[src/rtl/mul_div_unit_pkg.sv]
// mul_div_unit_pkg: shared op encodings, FSM states and iteration count for mul_div_unit
package mul_div_unit_pkg;
  localparam int ITER = 32;
  typedef enum logic [1:0] {OP_MULT = 2'b00, OP_MULTU = 2'b01, OP_DIV = 2'b10, OP_DIVU = 2'b11} op_e;
  typedef enum logic [1:0] {IDLE, RUN, FIX} state_e;
endpackage

[src/rtl/mul_div_unit_divu_step.sv]
// mul_div_unit_divu_step: one combinational restoring-division iteration
// i_rem: partial remainder, i_q: dividend/quotient shift register, i_d: divisor
// o_rem/o_q: remainder and shift register after the step
module mul_div_unit_divu_step #(
  parameter int WIDTH = 32
) (
  input  logic [WIDTH-1:0] i_rem,
  input  logic [WIDTH-1:0] i_q,
  input  logic [WIDTH-1:0] i_d,
  output logic [WIDTH-1:0] o_rem,
  output logic [WIDTH-1:0] o_q
);
  logic [WIDTH:0] w_shift, w_diff;
  assign w_shift = {i_rem, i_q[WIDTH-1]};
  // extra top bit is the borrow: set means the trial subtract must be undone
  assign w_diff = w_shift - {1'b0, i_d};
  assign o_rem = w_diff[WIDTH] ? w_shift[WIDTH-1:0] : w_diff[WIDTH-1:0];
  assign o_q = {i_q[WIDTH-2:0], ~w_diff[WIDTH]};
endmodule

[src/rtl/mul_div_unit.sv]
// mul_div_unit: multi-cycle MULT/MULTU/DIV/DIVU unit holding the HI/LO registers
// clk/rstd: clock, async active-low reset; start/op/a/b: operation request (IDLE only)
// we_hi/we_lo/w_data: mthi/mtlo writes (IDLE only); busy/done: status; hi/lo: results
module mul_div_unit
  import mul_div_unit_pkg::*;
#(
  parameter int WIDTH = ITER
) (
  input  logic             clk,
  input  logic             rstd,
  input  logic             start,
  input  logic [1:0]       op,
  input  logic [WIDTH-1:0] a,
  input  logic [WIDTH-1:0] b,
  input  logic             we_hi,
  input  logic             we_lo,
  input  logic [WIDTH-1:0] w_data,
  output logic             busy,
  output logic             done,
  output logic [WIDTH-1:0] hi,
  output logic [WIDTH-1:0] lo
);
  localparam int CW = $clog2(WIDTH);
  state_e r_state, w_next;
  logic [CW-1:0] r_cnt;
  logic [WIDTH-1:0] r_rem, r_q, r_d, r_a, r_hi, r_lo;
  logic r_div, r_neg_q, r_neg_r, r_dz, r_done;
  logic w_go, w_last, w_sgn, w_a_neg, w_b_neg;
  logic [WIDTH-1:0] w_a_mag, w_b_mag, w_drem, w_dq, w_quo, w_remf;
  logic [WIDTH:0] w_sum;
  logic [2*WIDTH-1:0] w_prod;
  op_e w_op;
  assign w_op = op_e'(op);
  assign w_go = r_state == IDLE && start;
  assign w_last = r_cnt == CW'(WIDTH - 1);
  assign w_sgn = w_op == OP_MULT || w_op == OP_DIV;
  assign w_a_neg = w_sgn & a[WIDTH-1];
  assign w_b_neg = w_sgn & b[WIDTH-1];
  assign w_a_mag = w_a_neg ? -a : a;
  assign w_b_mag = w_b_neg ? -b : b;
  // multiply: r_rem is the product upper half, r_q shifts out multiplier bits and in product bits
  assign w_sum = {1'b0, r_rem} + (r_q[0] ? {1'b0, r_d} : '0);
  assign w_prod = r_neg_q ? -{r_rem, r_q} : {r_rem, r_q};
  assign w_quo = r_neg_q ? -r_q : r_q;
  assign w_remf = r_neg_r ? -r_rem : r_rem;
  mul_div_unit_divu_step #(.WIDTH(WIDTH)) u_step (
    .i_rem(r_rem),
    .i_q  (r_q),
    .i_d  (r_d),
    .o_rem(w_drem),
    .o_q  (w_dq)
  );
  always_comb begin
    w_next = IDLE;
    case (r_state)
      IDLE:    w_next = start ? RUN : IDLE;
      RUN:     w_next = w_last ? FIX : RUN;
      default: w_next = IDLE;
    endcase
  end
  always_ff @(posedge clk or negedge rstd)
    if (!rstd) r_state <= IDLE;
    else r_state <= w_next;
  always_ff @(posedge clk or negedge rstd)
    if (!rstd) begin
      r_cnt <= '0;
      r_rem <= '0;
      r_q <= '0;
      r_d <= '0;
      r_a <= '0;
      r_hi <= '0;
      r_lo <= '0;
      r_div <= 1'b0;
      r_neg_q <= 1'b0;
      r_neg_r <= 1'b0;
      r_dz <= 1'b0;
      r_done <= 1'b0;
    end else begin
      r_done <= r_state == FIX;
      if (w_go) begin
        r_cnt <= '0;
        r_rem <= '0;
        r_q <= op[1] ? w_a_mag : w_b_mag;
        r_d <= op[1] ? w_b_mag : w_a_mag;
        r_a <= a;
        r_div <= op[1];
        r_neg_q <= w_a_neg ^ w_b_neg;
        r_neg_r <= w_a_neg;
        r_dz <= op[1] & ~|b;
      end else if (r_state == RUN) begin
        r_cnt <= r_cnt + 1'b1;
        r_rem <= r_div ? w_drem : w_sum[WIDTH:1];
        r_q <= r_div ? w_dq : {w_sum[0], r_q[WIDTH-1:1]};
      end else if (r_state == FIX) begin
        r_hi <= r_dz ? r_a : r_div ? w_remf : w_prod[2*WIDTH-1:WIDTH];
        r_lo <= r_dz ? '1 : r_div ? w_quo : w_prod[WIDTH-1:0];
      end else begin
        if (we_hi) r_hi <= w_data;
        if (we_lo) r_lo <= w_data;
      end
    end
  assign busy = r_state != IDLE;
  assign done = r_done;
  assign hi = r_hi;
  assign lo = r_lo;
endmodule

[config.mk]
export PLATFORM = sky130hd
export DESIGN_NAME = mul_div_unit
export DESIGN_NICKNAME = d
export VERILOG_FILES = /design/src/rtl/mul_div_unit_pkg.sv /design/src/rtl/mul_div_unit_divu_step.sv /design/src/rtl/mul_div_unit.sv
export SDC_FILE = /design/constraint.sdc
export NUM_CORES = 1
export LEC_CHECK = 0
export ABC_CLOCK_PERIOD_IN_PS = 6100
export CELL_PAD_IN_SITES_DETAIL_PLACEMENT = 2
export CELL_PAD_IN_SITES_GLOBAL_PLACEMENT = 2
export CORE_MARGIN = 1
export CORE_UTILIZATION = 37
export CTS_CLUSTER_DIAMETER = 50
export DETAILED_ROUTE_END_ITERATION = 10
export HOLD_SLACK_MARGIN = 0.03
export PLACE_DENSITY = 0.95
export RECOVER_POWER = 50
export SYNTH_ARGS = -nofsm -noshare
export SYNTH_HDL_FRONTEND = slang
export SYNTH_SLANG_ARGS = --single-unit
[constraint.sdc]
create_clock -name clk -period 6.1 [get_ports clk]
set_clock_uncertainty 0.1 [all_clocks]
set_input_delay 1.22 -clock clk [delete_from_list [all_inputs] [get_ports clk]]
set_output_delay 1.22 -clock clk [all_outputs]
set_load 0.02 [all_outputs]
After elaboration in Yosys (flattened, before gate mapping)
Index checks and enable logic that the tools add are counted.
{"block": "totals", "ff_bits": 204, "inputBits": 103, "out_inout_bits": 66, "word_cells": 72}
{"block": "op_classes", "addsub": 8, "n_eq_ne": 4, "mux": 28, "bitwise": 7, "n_reduce_logical": 12}
{"op": "32-bit 2-to-1 mux", "n": 22}
{"op": "32-bit negator", "n": 4}
{"op": "64-bit 2-to-1 mux", "n": 1}
{"op": "64-bit negator", "n": 1}
{"op": "32-bit by 32-bit adder with 33-bit output", "n": 1}
{"op": "33-bit by 32-bit subtractor with 33-bit output", "n": 1}
{"op": "32-bit OR reduction", "n": 1}
{"op": "5-bit 2-to-1 mux", "n": 2}
{"op": "2-bit nonzero test", "n": 4}
{"op": "3-bit AND reduction", "n": 2}
{"op": "5-bit by 1-bit adder with 5-bit output, second input constant", "n": 1}
{"op": "5-bit == test, second input constant", "n": 1}
{"op": "2-bit == test, second input constant", "n": 2}
{"op": "2-bit zero test", "n": 2}
{"op": "2-bit one-hot mux with 2 select lines", "n": 1}
{"op": "1-bit AND", "n": 3}
{"op": "1-bit NOT", "n": 3}
{"op": "2-bit by 1-bit == test with 1-bit output, second input constant", "n": 1}
{"op": "2-bit 2-to-1 mux", "n": 1}
{"op": "1-bit logical AND", "n": 1}
{"op": "1-bit zero test", "n": 1}
{"op": "1-bit logical OR", "n": 1}
{"op": "1-bit 2-to-1 mux", "n": 1}
{"op": "1-bit bitwise XOR", "n": 1}

Depth between registers and ports, before layout
Gate-level depths: netlist of the first run.
{"block": "depth", "ltp_word": 6, "mapped_depth": 15, "ltp_nobuf": 14}

Cells and area by module
Synthesis of the first run repeated with hierarchy kept, for this count alone.
{"block": "unflattened", "cells_unflattened": 2080, "hier_area_um2": 16859.9}
{"mod": "mul_div_unit", "n_inst": 1, "cells_per_inst": 1740, "area_per_inst_um2": 14310.0, "seq_area_each_um2": 5104.9}
{"mod": "mul_div_unit_divu_step", "n_inst": 1, "cells_per_inst": 340, "area_per_inst_um2": 2549.9, "seq_area_each_um2": 0.0}

Worst setup path after synthesis of the first run
No wires, ideal clock.
{"block": "synth_timing", "kind": "input to register", "from": "input a[10]", "to": "register r_q[28]", "setup_time_ps": 104, "arrival_ps": 3442, "required_ps": 5896, "setup_slack_ps": 2455, "cell_stages": 9, "path_buffers": 0, "cell_sequence": "or4_1 > or4_4 > nor2_1 > nand2_1 > o41ai_1 > xor2_1 > nand2_1 > o21ai_0 > a221oi_1"}
{"block": "synth_between", "elab_chain_len": 4}
{"element": "start: declaration", "line_no": "mul_div_unit.sv:13", "source": "input logic [WIDTH-1:0] a,"}
{"element": "32-bit negator", "line_no": "mul_div_unit.sv:39", "source": "assign w_a_mag = w_a_neg ? -a : a;"}
{"element": "32-bit 2-to-1 mux", "line_no": "mul_div_unit.sv:39"}
{"element": "32-bit 2-to-1 mux", "line_no": "mul_div_unit.sv:83", "source": "r_q <= op[1] ? w_a_mag : w_b_mag;"}
{"element": "32-bit 2-to-1 mux", "line_no": "mul_div_unit.sv:80", "source": "if (w_go) begin"}
{"element": "end signal: assignment", "line_no": "mul_div_unit.sv:83"}
{"element": "end signal: assignment", "line_no": "mul_div_unit.sv:93", "source": "r_q <= r_div ? w_dq : {w_sum[0], r_q[WIDTH-1:1]};"}
{"element": "end: declaration", "line_no": "mul_div_unit.sv:26", "source": "logic [WIDTH-1:0] r_rem, r_q, r_d, r_a, r_hi, r_lo;"}
Every way passes these cells.
A chain may end at the register's enable or synchronous reset.

Worst setup path after layout of the first run
{"block": "layout_timing", "from": "input start", "to": "register r_d[21]"}
{"block": "layout_between", "elab_chain_len": 1}
{"element": "start: declaration", "line_no": "mul_div_unit.sv:11", "source": "input logic start,"}
{"element": "1-bit logical AND", "line_no": "mul_div_unit.sv:34", "source": "assign w_go = r_state == IDLE && start;"}
{"element": "end signal: assignment", "line_no": "mul_div_unit.sv:84", "source": "r_d <= op[1] ? w_b_mag : w_a_mag;"}
{"element": "end: declaration", "line_no": "mul_div_unit.sv:26"}
Every way passes these cells.

==> reports/metrics.csv, run 1 <==
stage;metric;value;unit
place;dp_cells;2684;
place;portBuffers;168;
timing;rsz0062_at_grt;no;
pwr;cellPowerDensity;741.1;nW/um^2
yosys;synth.distinct_cells;79;
drt;dr.first_iter.drc_count;2536;
drt;viasPerCell;6.932;
global_route;grt_max_degree;113;
critical_path;crit_buf_inv;2;
job;maxCapViolations;4;
critical_path;path_cells;dlygate4sd3_1, nand2_1, clkbuf_1, o21ai_0;
drt;wl_per_cell;34.75;um
critical_path;start_kind;input port;
clock_tree;post_cts_buffers;0;
drt;routed_wl;95.57;mm
finish;final_util;0.4525;
clock_tree;clk_pin_slew;60;ps
place;dp_slack;1240;ps
timing;hold_viol_final;0;
clock_tree;cts_tree;yes;
floorplanning;dieWidth;210.5;um
clock_tree;clk_path_buf_depth;3;
global_route;antenna_found_initial;7;
place;gp_congestion;0.9872;
critical_path;cp.required;6250;ps
yosys;ys_async_sr_fraction;1.000;
yosys;synth_edf_count;0;
critical_path;rrSetupSlack;630;ps
timing;min_period;5546;ps
finish;areaGrowthSynthToFinish;20.88;%
global_route;grt_pass1_wl;140.5;mm
clock_tree;ctsResizeCount;0;
critical_path;critPathTopFamily;buffers and inverters;
global_route;grt_use_total;0.4269;
status;outcome;complete, but fails checks;
worst_hold_path;hold_path_class;register to register;
critical_path;cpMaxStageDelayCell;clkbuf_1;
yosys;yosysTopAreaCell;dfrtp_1;
timing;final_max_slew_viol_count;263;
yosys;synth_ff_type;dfrtp_1;
place;place_area;18200;sq um
yosys;synth_area_leaders;dfrtp_1 32%, o21ai_0 7.2%, nand2_1 6.9%;
yosys;yosysMostFrequentCell;nand2_1;
clock_tree;hold_buffers;0;
yosys;syn_inst;2041;
critical_path;cpPeakStageDelay;2450;ps
finish;final_nets;2311;
drt;drt_drc_violations_left;0;
place;dpl.hpwl;61.03;mm
yosys;synth_top_area_share;0.3173;
clock_tree;clk_latency;580;ps
timing;fin_ws;554.5;ps
floorplanning;die_y;210.5;um
clock_tree;htree_levels;2;
yosys;seq_area_frac_synth;0.3173;
clock_tree;cts_root_buf;clkbuf_16;
drt;ant_nets;0;
yosys;synth_common_cells;296 x nand2_1, 232 x o21ai_0, 204 x dfrtp_1;
clock_tree;numCtsBuffers;35;
timing;relSlewSlack;-1.278;
floorplanning;core;42980;sq um
critical_path;criticalPathCategory;input port to register;
critical_path;worst_setup_path_end_kind;register;
floorplanning;pin_count;169;
timing;tightestPinTransition;3417;ps
status;violations;max-capacitance violations, max-slew violations;
yosys;avgSynthCellArea;7.882;sq um
finish;design_area;19450;sq um
clock_tree;cts_sinks;204;
global_route;grt_overflow;0;
finish;drive_gt1_frac;0.05597;
drt;routed-via-count;19060;
floorplanning;die_area;44320;sq um
global_route;grt_pass1_vias;20700;
finish;final_cells;2750;
yosys;ys_ff_latch;204;
timing;tns;0;ps
timing;period_share;0.9091;
drt;drt_pass1_iterations;6;
yosys;synth_area;16090;sq um
critical_path;worstPathMaxFanout;67;
floorplanning;rows;76;
floorplanning;start_util;0.3743;
timing;max_freq;180.3;MHz
yosys;ys_warn_count;0;
critical_path;crit_arrival;5690;ps
pwr;leakage;8.070;nW
yosys;synth_nets;2216;
pwr;vdd_ir_drop_max;0.4159;mV
timing;finalSetupViolCount;0;
state kept, by name, summed over array words and instances, names as in the netlist:
register  cells
hi           32
lo           32
r_a          32
r_d          32
r_q          32
r_rem        32
r_cnt         5
r_state       2
done          1
r_div         1
r_dz          1
r_neg_q       1
r_neg_r       1
final cells by class:
| type | count | area, sq um |
|---|---|---|
| diodes | 3 | 7.507 |
| clock buffers | 45 | 1003 |
| clock inverters | 18 | 269.0 |
| fillers | 4710 | 23530 |
| inverters | 59 | 221.5 |
| multi-input cells | 1647 | 10290 |
| flip-flops and latches | 204 | 5109 |
| well taps | 585 | 732.0 |
| repair buffers | 189 | 1813 |
cells by family after synthesis:
group | share of synthesized area
XOR/XNOR | 0.09364
AO/OA/AOI/OAI | 0.2580
multiplexers | 0.03640
adder cells (fa/ha/maj) | 0.05693
AND/OR/NAND/NOR | 0.1920
buffers and inverters | 0.04565
flip-flops | 0.3173
power by group:
part           switching [mW]  leakage [nW]  internal [mW]
Clock                   0.871         0.625           1.39
Sequential               1.19          2.51           2.02
Combinational            5.81          4.93           3.12
Total                    7.87          8.07           6.54
per-layer routing:
metal	wire [um]	share of wire	GRT usage
met1	34940	0.37	0.4982
met2	42950	0.45	0.6710
met3	8949	0.094	0.1037
met4	8678	0.091	0.3391
met5	49	0.00051	0
path summary, 6_finish.rpt:
| check | start | to | cells past startpoint |
|---|---|---|---|
| min reg2reg | lo[29] | lo[29] | 2 |
| min | lo[29] | lo[29] | 2 |
| max in group asynchronous | rstd | r_rem[27] | 2 |
| min in group asynchronous | rstd | lo[10] | 1 |
| max | start | r_d[21] | 4 |
| max reg2reg | r_state[0] | hi[7] | 5 |
layout by cell type (no fill, tap or decap), types with 10 or more instances in the layout:
cell	instances
nand2b_1	23
a21o_1	31
o31ai_1	36
xor2_1	55
a222oi_1	21
o21ai_0	231
a21oi_1	140
o22ai_1	30
ha_1	70
o41ai_1	17
clkbuf_16	35
nand2_1	296
dfrtp_1	203
clkdlybuf4s50_1	165
nor2b_1	13
a211oi_1	10
o21ai_1	13
nor2_1	174
buf_4	16
or4_1	10
a31oi_1	10
o211ai_1	50
nand3_1	34
xnor2_1	116
nor3_1	37
and2_1	10
or3_1	13
nor4_1	15
o21a_1	10
inv_1	58
o21bai_1	10
mux2i_1	54
a221oi_1	11
worst register-to-register path: cells and delay by family, from the launching register on:
| kind | cells | cell delay, ps |
|---|---|---|
| DFF | 1 | 410 |
| AOI/OAI and AO/OA | 1 | 900 |
| and+or+nand+nor | 2 | 1850 |
| buffers and inverters | 2 | 2050 |
per-stage QoR:
step,total power [mW],hold WS (ps)
after global placement,10.21,361.7
after floorplan,7.852,345.5
after CTS,13.97,397.6
after detailed placement,11.05,385.2
final,14.41,391.0
after global routing,14.77,419.6
(Power assumes the default switching activity.)
==> run 2: changes to the inputs <==
--- a/config.mk
+++ b/config.mk
@@ -6,6 +6,7 @@
 export NUM_CORES = 1
 export LEC_CHECK = 0
 export ABC_CLOCK_PERIOD_IN_PS = 6100
+export CAP_MARGIN = 20
 export CELL_PAD_IN_SITES_DETAIL_PLACEMENT = 2
 export CELL_PAD_IN_SITES_GLOBAL_PLACEMENT = 2
 export CORE_MARGIN = 1
==> reports/metrics.csv, run 2 (synthesis results as in run 1) <==
stage;metric;value;unit;change
status;outcome;complete, but fails checks;;
timing;max_freq;181.3;MHz;+0.55%
finish;final_common_cell;nand2_1;;
global_route;grt_overflow;0;;unchanged
critical_path;crit_arrival;5660;ps;-30 ps
job;maxCapViolations;4;;unchanged
drt;routed-via-count;19070;;+0.037%
critical_path;criticalPathCategory;input port to register;;
timing;tightestPinTransition;3403;ps;-14.67 ps
timing;tns;0;ps;unchanged
floorplanning;start_util;0.3743;;unchanged
status;violations;max-capacitance violations, max-slew violations;;
critical_path;cp.required;6250;ps;about the same
critical_path;worstPathMaxFanout;67;;unchanged
pwr;vdd_ir_drop_max;0.4186;mV;+0.64%
pwr;cellPowerDensity;741.1;nW/um^2;about the same
drt;drt_drc_violations_left;0;;unchanged
global_route;grt_use_total;0.4269;;unchanged
timing;rsz0062_at_grt;no;;
clock_tree;clk_pin_slew;60;ps;about the same
place;dpl.hpwl;61.03;mm;unchanged
finish;seqCellArea;5109;sq um;unchanged
clock_tree;clk_path_buf_depth;3;;unchanged
timing;period_share;0.9042;;-0.004936
finish;final_cell_mix;296 x nand2_1, 231 x o21ai_0, 203 x dfrtp_1;;
global_route;met3_usage;0.1037;;unchanged
drt;drt_pass1_iterations;9;;+3
timing;fin_ws;584.6;ps;+30.11 ps
timing;hold_viol_final;0;;unchanged
global_route;grt_max_degree;113;;unchanged
finish;final_nets;2312;;+0.043%
finish;areaGrowthSynthToFinish;20.91;%;about the same
clock_tree;post_cts_buffers;0;;unchanged
critical_path;rrSetupSlack;600;ps;-30 ps
critical_path;worst_setup_path_end_kind;register;;
finish;fill_cells;4711;;+0.021%
drt;viasPerCell;6.935;;about the same
clock_tree;cts_root_buf;clkbuf_16;;
floorplanning;core;42980;sq um;unchanged
critical_path;start_kind;input port;;
drt;routed_wl;95.64;mm;about the same
floorplanning;die_y;210.5;um;unchanged
global_route;antenna_found_initial;7;;unchanged
drt;dr.first_iter.drc_count;2481;;-2.2%
timing;finalSetupViolCount;0;;unchanged
clock_tree;hold_buffers;0;;unchanged
clock_tree;cts_sinks;204;;unchanged
clock_tree;cts_tree;yes;;
timing;relSlewSlack;-1.269;;+0.009770
timing;min_period;5515;ps;-30.11 ps
place;portBuffers;168;;unchanged
global_route;busiest_layer;met2;;
clock_tree;clk_latency;580;ps;about the same
place;gp_congestion;0.9872;;unchanged
global_route;grt_pass1_wl;140.5;mm;unchanged
floorplanning;pin_count;169;;unchanged
clock_tree;htree_levels;2;;unchanged
drt;wl_per_cell;34.78;um;about the same
clock_tree;ctsResizeCount;0;;unchanged
clock_tree;numCtsBuffers;35;;unchanged
floorplanning;die_area;44320;sq um;unchanged
global_route;grt_pass1_vias;20700;;unchanged
global_route;met2_usage;0.6710;;unchanged
finish;multiInputGateArea;10290;sq um;unchanged
finish;drive_gt1_frac;0.05640;;+0.0004364
timing;final_max_slew_viol_count;263;;unchanged
global_route;use_met1;0.4982;;unchanged
place;dp_slack;1240;ps;unchanged
drt;ant_nets;0;;unchanged
floorplanning;rows;76;;unchanged
floorplanning;dieWidth;210.5;um;unchanged
pwr;leakage;8.075;nW;about the same
worst_hold_path;hold_path_class;register to register;;
==> run 2: changes by cell type in the layout (fill, tap and decap cells not counted), sizes merged <==
cell / previous run / this run
buf: 17 / 18
diode: 3 / 2
==> run 2: where the power goes <==
part | switching, mW | internal, mW
clock network | 0.873 | 1.39
registers | 1.19 | 2.02
logic | 5.82 | 3.13
total | 7.88 | 6.54
==> run 2: layout make-up <==
type | instances | share of cell area
diodes | 2 | 0.0002573
clock buffers | 45 | 0.05159
clock inverters | 18 | 0.01383
inverters | 59 | 0.01138
multi-input cells | 1647 | 0.5291
flip-flops and latches | 204 | 0.2626
well taps | 585 | 0.03763
repair buffers | 190 | 0.09359
==> run 2: critical path, stage by stage <==
cell	delay (ps)
dlygate4sd3_1	550
nand2_1	660
clkbuf_1	2440
o21ai_0	720
==> run 2: layer usage <==
layer | vias to the layer above | routed length (um)
li1 | 7552 | -
met1 | 9576 | 34750
met2 | 1386 | 42990
met3 | 549 | 9177
met4 | 8 | 8675
met5 | - | 50
==> run 2: path summary, 6_finish.rpt <==
kind	start	end	depth (start not counted)
worst min register to register	lo[29]	lo[29]	2
worst max register to register	r_state[0]	hi[7]	5
max in group asynchronous	rstd	r_rem[27]	2
worst max-delay path	start	r_d[21]	4
min in group asynchronous	rstd	lo[10]	1
worst min-delay path	lo[29]	lo[29]	2
==> run 2: metrics by stage <==
| step | total power [mW] | utilization | hold slack [ps] | area (sq um) | std cells |
|---|---|---|---|---|---|
| after floorplan | 7.852 | - | 345.5 | 16090 | 2041 |
| after global placement | 10.21 | 0.4234 | 361.7 | 18200 | 2684 |
| after detailed placement | 11.05 | 0.4234 | 385.2 | 18200 | 2684 |
| after CTS | 13.97 | 0.4530 | 397.6 | 19470 | 2747 |
| after global routing | 14.77 | 0.4525 | 419.6 | 19450 | 2748 |
| final | 14.42 | 0.4526 | 391.1 | 19450 | 2750 |
